==> src/rtl/alu_pkg.sv <==
// Shared ALU types: generate/propagate pairs and their prefix operator.
// Used by both the prefix adder and the prefix subtractor.
package alu_pkg;

  localparam int ALU_WIDTH = 6;

  typedef struct packed {
    logic g;
    logic p;
  } gp_t;

  function automatic gp_t gp_combine(
    gp_t hi,
    gp_t lo
  );
    gp_t r;
    r.g = hi.g | (hi.p & lo.g);
    r.p = hi.p & lo.p;
    return r;
  endfunction

endpackage

==> src/rtl/prefix_subtractor_pipe_if.sv <==
// Operand/result stream bundle for the pipelined prefix subtractor.
// master drives operands and accepts results; slave is the block.
interface prefix_subtractor_pipe_if #(
  parameter int WIDTH = alu_pkg::ALU_WIDTH
);

  logic             in_valid;
  logic             in_ready;
  logic [WIDTH-1:0] x;
  logic [WIDTH-1:0] y;
  logic             out_valid;
  logic             out_ready;
  logic [WIDTH-1:0] d;
  logic             bw;
  logic             ov;

  modport master (
    output in_valid,
    input  in_ready,
    output x,
    output y,
    input  out_valid,
    output out_ready,
    input  d,
    input  bw,
    input  ov
  );

  modport slave (
    input  in_valid,
    output in_ready,
    input  x,
    input  y,
    output out_valid,
    input  out_ready,
    output d,
    output bw,
    output ov
  );

endinterface

==> src/rtl/prefix_gp_tree.sv <==
// Kogge-Stone carry network: carries c[WIDTH:1] from per-bit g/p and cin.
// cin enters as an extra lowest position with g=cin, p=0.
module prefix_gp_tree
  import alu_pkg::*;
#(
  parameter int WIDTH = ALU_WIDTH
) (
  input  logic [WIDTH-1:0] g,
  input  logic [WIDTH-1:0] p,
  input  logic             cin,
  output logic [WIDTH:1]   c
);

  localparam int N      = WIDTH + 1;
  localparam int LEVELS = $clog2(N);

  always_comb begin
    gp_t lvl [N];
    gp_t nxt [N];
    lvl[0].g = cin;
    lvl[0].p = 1'b0;
    for (int k = 1; k < N; k++) begin
      lvl[k].g = g[k-1];
      lvl[k].p = p[k-1];
    end
    nxt = lvl;
    for (int l = 0; l < LEVELS; l++) begin
      for (int k = 0; k < N; k++) begin
        if (k >= (1 << l)) begin
          nxt[k] = gp_combine(lvl[k], lvl[k-(1<<l)]);
        end else begin
          nxt[k] = lvl[k];
        end
      end
      lvl = nxt;
    end
    c = '0;
    for (int k = 1; k < N; k++) begin
      c[k] = lvl[k].g;
    end
  end

endmodule

==> src/rtl/prefix_subtractor_pipe.sv <==
// Two-stage valid/ready pipelined subtractor d = x + ~y + 1.
// S1 holds g/p, S2 holds difference and borrow/overflow flags.
module prefix_subtractor_pipe
  import alu_pkg::*;
#(
  parameter int WIDTH = ALU_WIDTH
) (
  input logic                    clk,
  input logic                    rst_n,
  prefix_subtractor_pipe_if.slave io
);

  logic             v1_q, v1_d;
  logic             v2_q, v2_d;
  logic [WIDTH-1:0] g1_q, g1_d;
  logic [WIDTH-1:0] p1_q, p1_d;
  logic             xm1_q, xm1_d;
  logic             ym1_q, ym1_d;
  logic [WIDTH-1:0] d_q, d_d;
  logic             bw_q, bw_d;
  logic             ov_q, ov_d;
  logic [WIDTH:1]   c;
  logic             adv1, adv2;

  assign adv2 = !v2_q || io.out_ready;
  assign adv1 = !v1_q || adv2;
  assign io.in_ready = rst_n && adv1;

  always_comb begin
    v1_d  = v1_q;
    g1_d  = g1_q;
    p1_d  = p1_q;
    xm1_d = xm1_q;
    ym1_d = ym1_q;
    if (adv1) begin
      v1_d = io.in_valid;
      if (io.in_valid) begin
        g1_d  = io.x & ~io.y;
        p1_d  = io.x ^ ~io.y;
        xm1_d = io.x[WIDTH-1];
        ym1_d = io.y[WIDTH-1];
      end
    end
  end

  prefix_gp_tree #(
    .WIDTH(WIDTH)
  ) u_tree (
    .g  (g1_q),
    .p  (p1_q),
    .cin(1'b1),
    .c  (c)
  );

  // c[0] is the folded-in +1 of the two's-complement negate
  always_comb begin
    v2_d = v2_q;
    d_d  = d_q;
    bw_d = bw_q;
    ov_d = ov_q;
    if (adv2) begin
      v2_d = v1_q;
      if (v1_q) begin
        d_d  = p1_q ^ {c[WIDTH-1:1], 1'b1};
        bw_d = ~c[WIDTH];
        ov_d = (xm1_q != ym1_q) &&
               (d_d[WIDTH-1] != xm1_q);
      end
    end
  end

  always_ff @(posedge clk) begin
    if (!rst_n) begin
      v1_q  <= 1'b0;
      v2_q  <= 1'b0;
      g1_q  <= '0;
      p1_q  <= '0;
      xm1_q <= 1'b0;
      ym1_q <= 1'b0;
      d_q   <= '0;
      bw_q  <= 1'b0;
      ov_q  <= 1'b0;
    end else begin
      v1_q  <= v1_d;
      v2_q  <= v2_d;
      g1_q  <= g1_d;
      p1_q  <= p1_d;
      xm1_q <= xm1_d;
      ym1_q <= ym1_d;
      d_q   <= d_d;
      bw_q  <= bw_d;
      ov_q  <= ov_d;
    end
  end

  assign io.out_valid = v2_q;
  assign io.d         = d_q;
  assign io.bw        = bw_q;
  assign io.ov        = ov_q;

endmodule

==> src/flat_wrapper.sv <==
// flat-port wrapper written by rule: the top's interface ports become plain ports
module prefix_subtractor_pipe_flat import alu_pkg::*;
#(
  parameter int WIDTH = ALU_WIDTH
)
  (clk, rst_n, io_in_valid, io_in_ready, io_x, io_y, io_out_valid, io_out_ready, io_d, io_bw, io_ov);
  prefix_subtractor_pipe_if #(.WIDTH(WIDTH)) io_i ();
  input logic clk;
  input logic rst_n;
  input wire logic [$bits(io_i.in_valid)-1:0] io_in_valid;
  output wire logic [$bits(io_i.in_ready)-1:0] io_in_ready;
  input wire logic [$bits(io_i.x)-1:0] io_x;
  input wire logic [$bits(io_i.y)-1:0] io_y;
  output wire logic [$bits(io_i.out_valid)-1:0] io_out_valid;
  input wire logic [$bits(io_i.out_ready)-1:0] io_out_ready;
  output wire logic [$bits(io_i.d)-1:0] io_d;
  output wire logic [$bits(io_i.bw)-1:0] io_bw;
  output wire logic [$bits(io_i.ov)-1:0] io_ov;
  assign io_i.in_valid = io_in_valid;
  assign io_in_ready = io_i.in_ready;
  assign io_i.x = io_x;
  assign io_i.y = io_y;
  assign io_out_valid = io_i.out_valid;
  assign io_i.out_ready = io_out_ready;
  assign io_d = io_i.d;
  assign io_bw = io_i.bw;
  assign io_ov = io_i.ov;
  prefix_subtractor_pipe #(.WIDTH(WIDTH)) u_core (.clk(clk), .rst_n(rst_n), .io(io_i));
endmodule
==> config.mk <==
export PLATFORM = sky130hd
export DESIGN_NAME = prefix_subtractor_pipe_flat
export DESIGN_NICKNAME = d
export VERILOG_FILES = /design/src/rtl/alu_pkg.sv /design/src/rtl/prefix_subtractor_pipe_if.sv /design/src/rtl/prefix_gp_tree.sv /design/src/rtl/prefix_subtractor_pipe.sv /design/src/flat_wrapper.sv
export SDC_FILE = /design/constraint.sdc
export NUM_CORES = 1
export LEC_CHECK = 0
export ABC_AREA = 1
export CAP_MARGIN = 30
export CORE_ASPECT_RATIO = 0.8
export CORE_MARGIN = 2
export CORE_UTILIZATION = 34
export CTS_CLUSTER_DIAMETER = 200
export DETAILED_ROUTE_END_ITERATION = 16
export PLACE_DENSITY_LB_ADDON = 0.05
export SETUP_SLACK_MARGIN = 0.5
export SLEW_MARGIN = 10
export SYNTH_ARGS = -nofsm -noshare
export SYNTH_HDL_FRONTEND = slang
export SYNTH_SLANG_ARGS = --single-unit
==> constraint.sdc <==
create_clock -name clk -period 1 [get_ports clk]
set_clock_uncertainty 0.1 [all_clocks]
set_input_delay 0.15 -clock clk [delete_from_list [all_inputs] [get_ports clk]]
set_output_delay 0.15 -clock clk [all_outputs]
set_load 0.005 [all_outputs]
# Word level (Yosys, flattened, before mapping)
# Index checks and enable logic that the tools add are counted.
word_totals:
  ff_bits: 24
  latchBits: 0
  mem_bits_rw: 0
  mem_bits_ro: 0
  input_bits: 16
  out_inout_bits: 10
  word_cells: 57
  n_memories: 0
op_classes:
  add_sub_neg: 0
  n_mul: 0
  div_mod_pow: 0
  n_lt_le_gt_ge: 0
  eq_ne: 2
  shift: 0
  muxes: 0
  bitwise: 38
  reduce_logical: 8
ops:
  columns: ["cell", "n"]
  rows:
  - ["$and 1x1->1", 19]
  - ["$or 1x1->1", 14]
  - ["$xor 6x6->6", 2]
  - ["$and 6x6->6", 1]
  - ["$not 6->6", 1]
  - ["$reduce_and 2->1", 2]
  - ["$logic_and 1x1->1", 2]
  - ["$logic_not 1->1", 2]
  - ["$logic_or 1x1->1", 2]
  - ["$ne 1x1->1", 2]
  - ["$not 1->1", 1]

# Depth between registers and ports, before layout
logic_depth:
  word_depth: 8
  mapped_depth: 10
  mapped_depth_nobuf: 10

# Cells and area by module
# A second synthesis with hierarchy kept.
unflattened:
  cells_unflattened: 175
  hier_area_um2: 1193.6
modules_own_cells:
  columns: ["mod", "instances", "cells_per_inst", "area_per_inst_um2", "seq_area_each_um2"]
  rows:
  - ["prefix_subtractor_pipe", 1, 139, 1042.2, 480.5]
  - ["prefix_gp_tree", 1, 36, 151.4, 0.0]

# Worst setup path after synthesis
# No wires, ideal clock.
synth_timing:
  path_type: "register to register"
  from: "register u_core.p1_q[2]"
  to: "register u_core.ov_q, in the netlist u_core.io.ov"
  setup_time_ns: 0.109
  t_arrival_ns: 0.934
  required_time_ns: 0.791
  path_slack_ns: -0.143
  path_stages_with_launch: 10
  n_path_buf: 0
  period_less_slack_ns: 1.143
  path_cell_list: "dfxtp_1 > nand2_1 > nand2_1 > nand2_1 > nand3_1 > nand2_1 > nand3b_1 > nand3_1 > nand2_1 > inv_1"
synth_between:
  elab_chain_cells: 8
  word_cells_on_any_way: 11
  classes_between: "1 x eq/ne; 9 x bitwise; 1 x reduce/logical"
synth_lines:
  columns: ["element", "line_no", "rtl"]
  rows:
  - ["from (decl)", "prefix_subtractor_pipe.sv:16", "logic [WIDTH-1:0] p1_q, p1_d;"]
  - ["from (signal assigned)", "prefix_subtractor_pipe.sv:87", "p1_q <= p1_d;"]
  - ["$and 1x1->1", "alu_pkg.sv:17", "r.g = hi.g | (hi.p & lo.g);"]
  - ["$or 1x1->1", "alu_pkg.sv:17", null]
  - ["$and 1x1->1", "alu_pkg.sv:17", null]
  - ["$or 1x1->1", "alu_pkg.sv:17", null]
  - ["$or 1x1->1 *", "alu_pkg.sv:17", null]
  - ["$xor 6x6->6 *", "prefix_subtractor_pipe.sv:64", "d_d = p1_q ^ {c[WIDTH-1:1], 1'b1};"]
  - ["$ne 1x1->1 *", "prefix_subtractor_pipe.sv:67", "(d_d[WIDTH-1] != xm1_q);"]
  - ["$logic_and 1x1->1 *", "prefix_subtractor_pipe.sv:66", "ov_d = (xm1_q != ym1_q) &&"]
  - ["to (signal assigned)", "prefix_subtractor_pipe.sv:92", "ov_q <= ov_d;"]
  - ["to (decl)", "prefix_subtractor_pipe.sv:21", "logic ov_q, ov_d;"]
# Every way passes the cells marked *; elsewhere a longest branch is shown, timed or not.
# A chain may end at the register's enable or synchronous reset.

# Worst setup path after layout
layout_timing:
  from: "register u_core.v2_q, in the netlist u_core.io.out_valid"
  to: "register u_core.p1_q[2]"
layout_between:
  elab_chain_cells: 4
layout_lines:
  columns: ["element", "line_no", "rtl"]
  rows:
  - ["from (decl)", "prefix_subtractor_pipe.sv:14", "logic v2_q, v2_d;"]
  - ["from (signal assigned)", "prefix_subtractor_pipe.sv:85", "v2_q <= v2_d;"]
  - ["$logic_not 1->1", "prefix_subtractor_pipe.sv:25", "assign adv2 = !v2_q || io.out_ready;"]
  - ["$logic_or 1x1->1", "prefix_subtractor_pipe.sv:25", null]
  - ["$logic_or 1x1->1", "prefix_subtractor_pipe.sv:26", "assign adv1 = !v1_q || adv2;"]
  - ["$reduce_and 2->1 (no line)", null, null]
# No other way between the ends.

==> impl_metrics.tcl <==
set metrics [dict create \
    ioPinCount 26 \
    cp_max_fo 6 \
    p_leak_nw 0.9448 \
    report.final.setup_viol 26 \
    syn_avg_cell_area_um2 7.254 \
    min_period_over_period_pct 129.5 \
    grt_pass1_vias 1104 \
    peakVddDrop_uv 760.2 \
    place_congestion 0.7728 \
    async_reset_ff_share_pct 0 \
    place_hpwl_um 1977 \
    track_usage_pct 18.80 \
    ys_top_cells_by_area "dfxtp_1 43%, o21ai_0 8.6%, inv_1 8.5%, a21oi_1 7.2%, ha_1 6.8%" \
    yosys_warnings 0 \
    yosys_register_bits 24 \
    worstPathRequired_ns 1.07 \
    start_util_pct 35.71 \
    mostFrequentLayoutCells "19 x buf_4, 18 x inv_1" \
    path_class "reg -> reg" \
    critPathArrivalTime_ns 1.36 \
    synth_top_cell_area_share_pct 43.29 \
    syn-cell-area_um2 1110 \
    drt_iter0_markers 31 \
    diodes 0 \
    syn2layout_area_growth_pct 83.54 \
    die-area_um2 3740 \
    cts_buffer_depth 2 \
    holdCritPathClass "reg -> reg" \
    drcViolationCount 0 \
    die_y_um 55.10 \
    synthFlopType "dfxtp_1" \
    power_density_nw_per_um2 1192 \
    die_w_um 67.88 \
    num_rows 18 \
    crit_path_end_kind "flop" \
    ant_nets 0 \
    h-tree-depth 1 \
    path_clk_slew_ns 0.08 \
    io_buffers 25 \
    timing.final.max_slew_violations 0 \
    synth_nets 175 \
    synth_edf_count 0 \
    hold_violations 0 \
    worst_pin_slew_ns 0.2918 \
    yosysSeqAreaShare_pct 43.29 \
    rsz0062_at_grt "true" \
    ys_types 17 \
    grt_overflow 0 \
    fin_tns_setup_ns -5.008 \
    clock_sinks 24 \
    fin_nets 232 \
    drv_cap 0 \
    cts_tree "built" \
    cts_buffers 3 \
    cts_root_buf "clkbuf_8" \
    synth_top_area_cell "dfxtp_1" \
    drive_gt1_share_pct 55.98 \
    wl_per_cell_um 12.80 \
    fin_util_pct 65.54 \
    dr.pass1.iters 4 \
    viasPerCell 4.767 \
    cp-start-kind "flop" \
    vias 1187 \
    relSlewSlack_pct 80.55 \
    grt_max_degree 14 \
    grt_pass1_wl_um 4995 \
    finalWorstPathRequiredPeriod_ns 1.295 \
    clk_latency_ns 0.27 \
    syn_inst 153 \
    core_area_um2 3108 \
    layout_commonest_cell "buf_4" \
    routed_wl_um 3186 \
    antenna_found_initial 0 \
    worst_slack_ns -0.2950 \
    status "complete, but fails checks" \
    clock.fmax_mhz 772.2 \
    violations "setup timing" \
]
==> flip-flops by register name (all words and copies together), names as in the netlist <==
| register | flops |
|---|---|
| u_core.g1_q | 6 |
| u_core.io.bw | 1 |
| u_core.io.d | 6 |
| u_core.io.out_valid | 1 |
| u_core.io.ov | 1 |
| u_core.p1_q | 6 |
| u_core.v1_q | 1 |
| u_core.xm1_q | 1 |
| u_core.ym1_q | 1 |
==> per-layer routing <==
metal	wire (um)	global-route usage, %	share of wire [%]	vias up
met3	143	4.251	4.5	7
met1	1451	23.95	46	551
met5	0	0	0	-
li1	-	-	-	603
met4	70	9.333	2.2	0
met2	1520	30.39	48	26
==> cells in the mapped netlist (all sizes together) (2+ instances only) <==
cell and count:
dfxtp 24, nor2 20, a21oi 16, nand4 2, xor2 2, o21ai 19
buf 3, nand2 21, ha 6, nand3 10, inv 25, clkbuf 2
==> path summary, 6_finish.rpt <==
check	end	from	cells past startpoint	slack, ns
worst min register to register	u_core.io.d[0]$_SDFFE_PN0P_	u_core.p1_q[0]$_SDFFE_PN0P_	1	0.32
worst min-delay path	u_core.io.d[0]$_SDFFE_PN0P_	u_core.p1_q[0]$_SDFFE_PN0P_	1	0.32
worst max register to register	u_core.p1_q[2]$_SDFFE_PN0P_	u_core.io.out_valid$_SDFFE_PN0P_	8	-0.30
worst max-delay path	u_core.p1_q[2]$_SDFFE_PN0P_	u_core.io.out_valid$_SDFFE_PN0P_	8	-0.30
==> layout make-up <==
cell class                 count  area, um2
clock buffer                   4      55.05
fill                         267       1071
timing repair buffer          56      529.3
sequential                    24      504.2
inverter                      25      113.9
timing repair inverter         1      11.26
tap                           40      50.05
multi-input combinational     99      773.2
==> report_power, final <==
group	internal, mW	switching, mW
Sequential	1.03	0.0545
Combinational	0.351	0.326
Clock	0.352	0.310
==> critical path: stages (launching register included) <==
cell and delay, ns:
dfxtp_2 0.34, buf_6 0.09, nand3_4 0.06, buf_6 0.13
nand2_8 0.10, buf_6 0.13, clkinv_8 0.08, nor2_4 0.11
nor2_1 0.04
==> what timing repair did <==
item                                    CTS  global route
gates cloned                              3             0
gates resized for setup                 105            26
pin swaps                                23            10
setup buffers                             8             1
endpoints found under the hold margin     0             0
hold buffers                              0             0
endpoints found under the setup margin   34            34
==> per-stage QoR <==
stage / hold slack, ns / instance area, um2 / std cells / total power, mW / setup slack, ns
2_1_floorplan: 0.1957 / 1184 / 153 / 1.342 / -0.1171
3_3_place_gp: 0.3090 / 1605 / 233 / 1.572 / -0.5909
3_5_place_dp: 0.3157 / 1605 / 233 / 1.585 / -0.6184
4_1_cts: 0.3278 / 1922 / 248 / 2.375 / -0.2429
5_1_grt: 0.3532 / 2037 / 249 / 2.562 / -0.3294
6_report: 0.3238 / 2037 / 249 / 2.427 / -0.2950
==> logic make-up after synthesis <==
| logic type | after synthesis | synth area share [%] |
|---|---|---|
| simple gates | 54 | 20.41 |
| fa+ha+maj | 6 | 6.764 |
| compound gates | 37 | 17.25 |
| xor+xnor | 2 | 1.579 |
| flops | 24 | 43.29 |
| buf+inv | 30 | 10.71 |
Power figures use the tool's default switching activity.
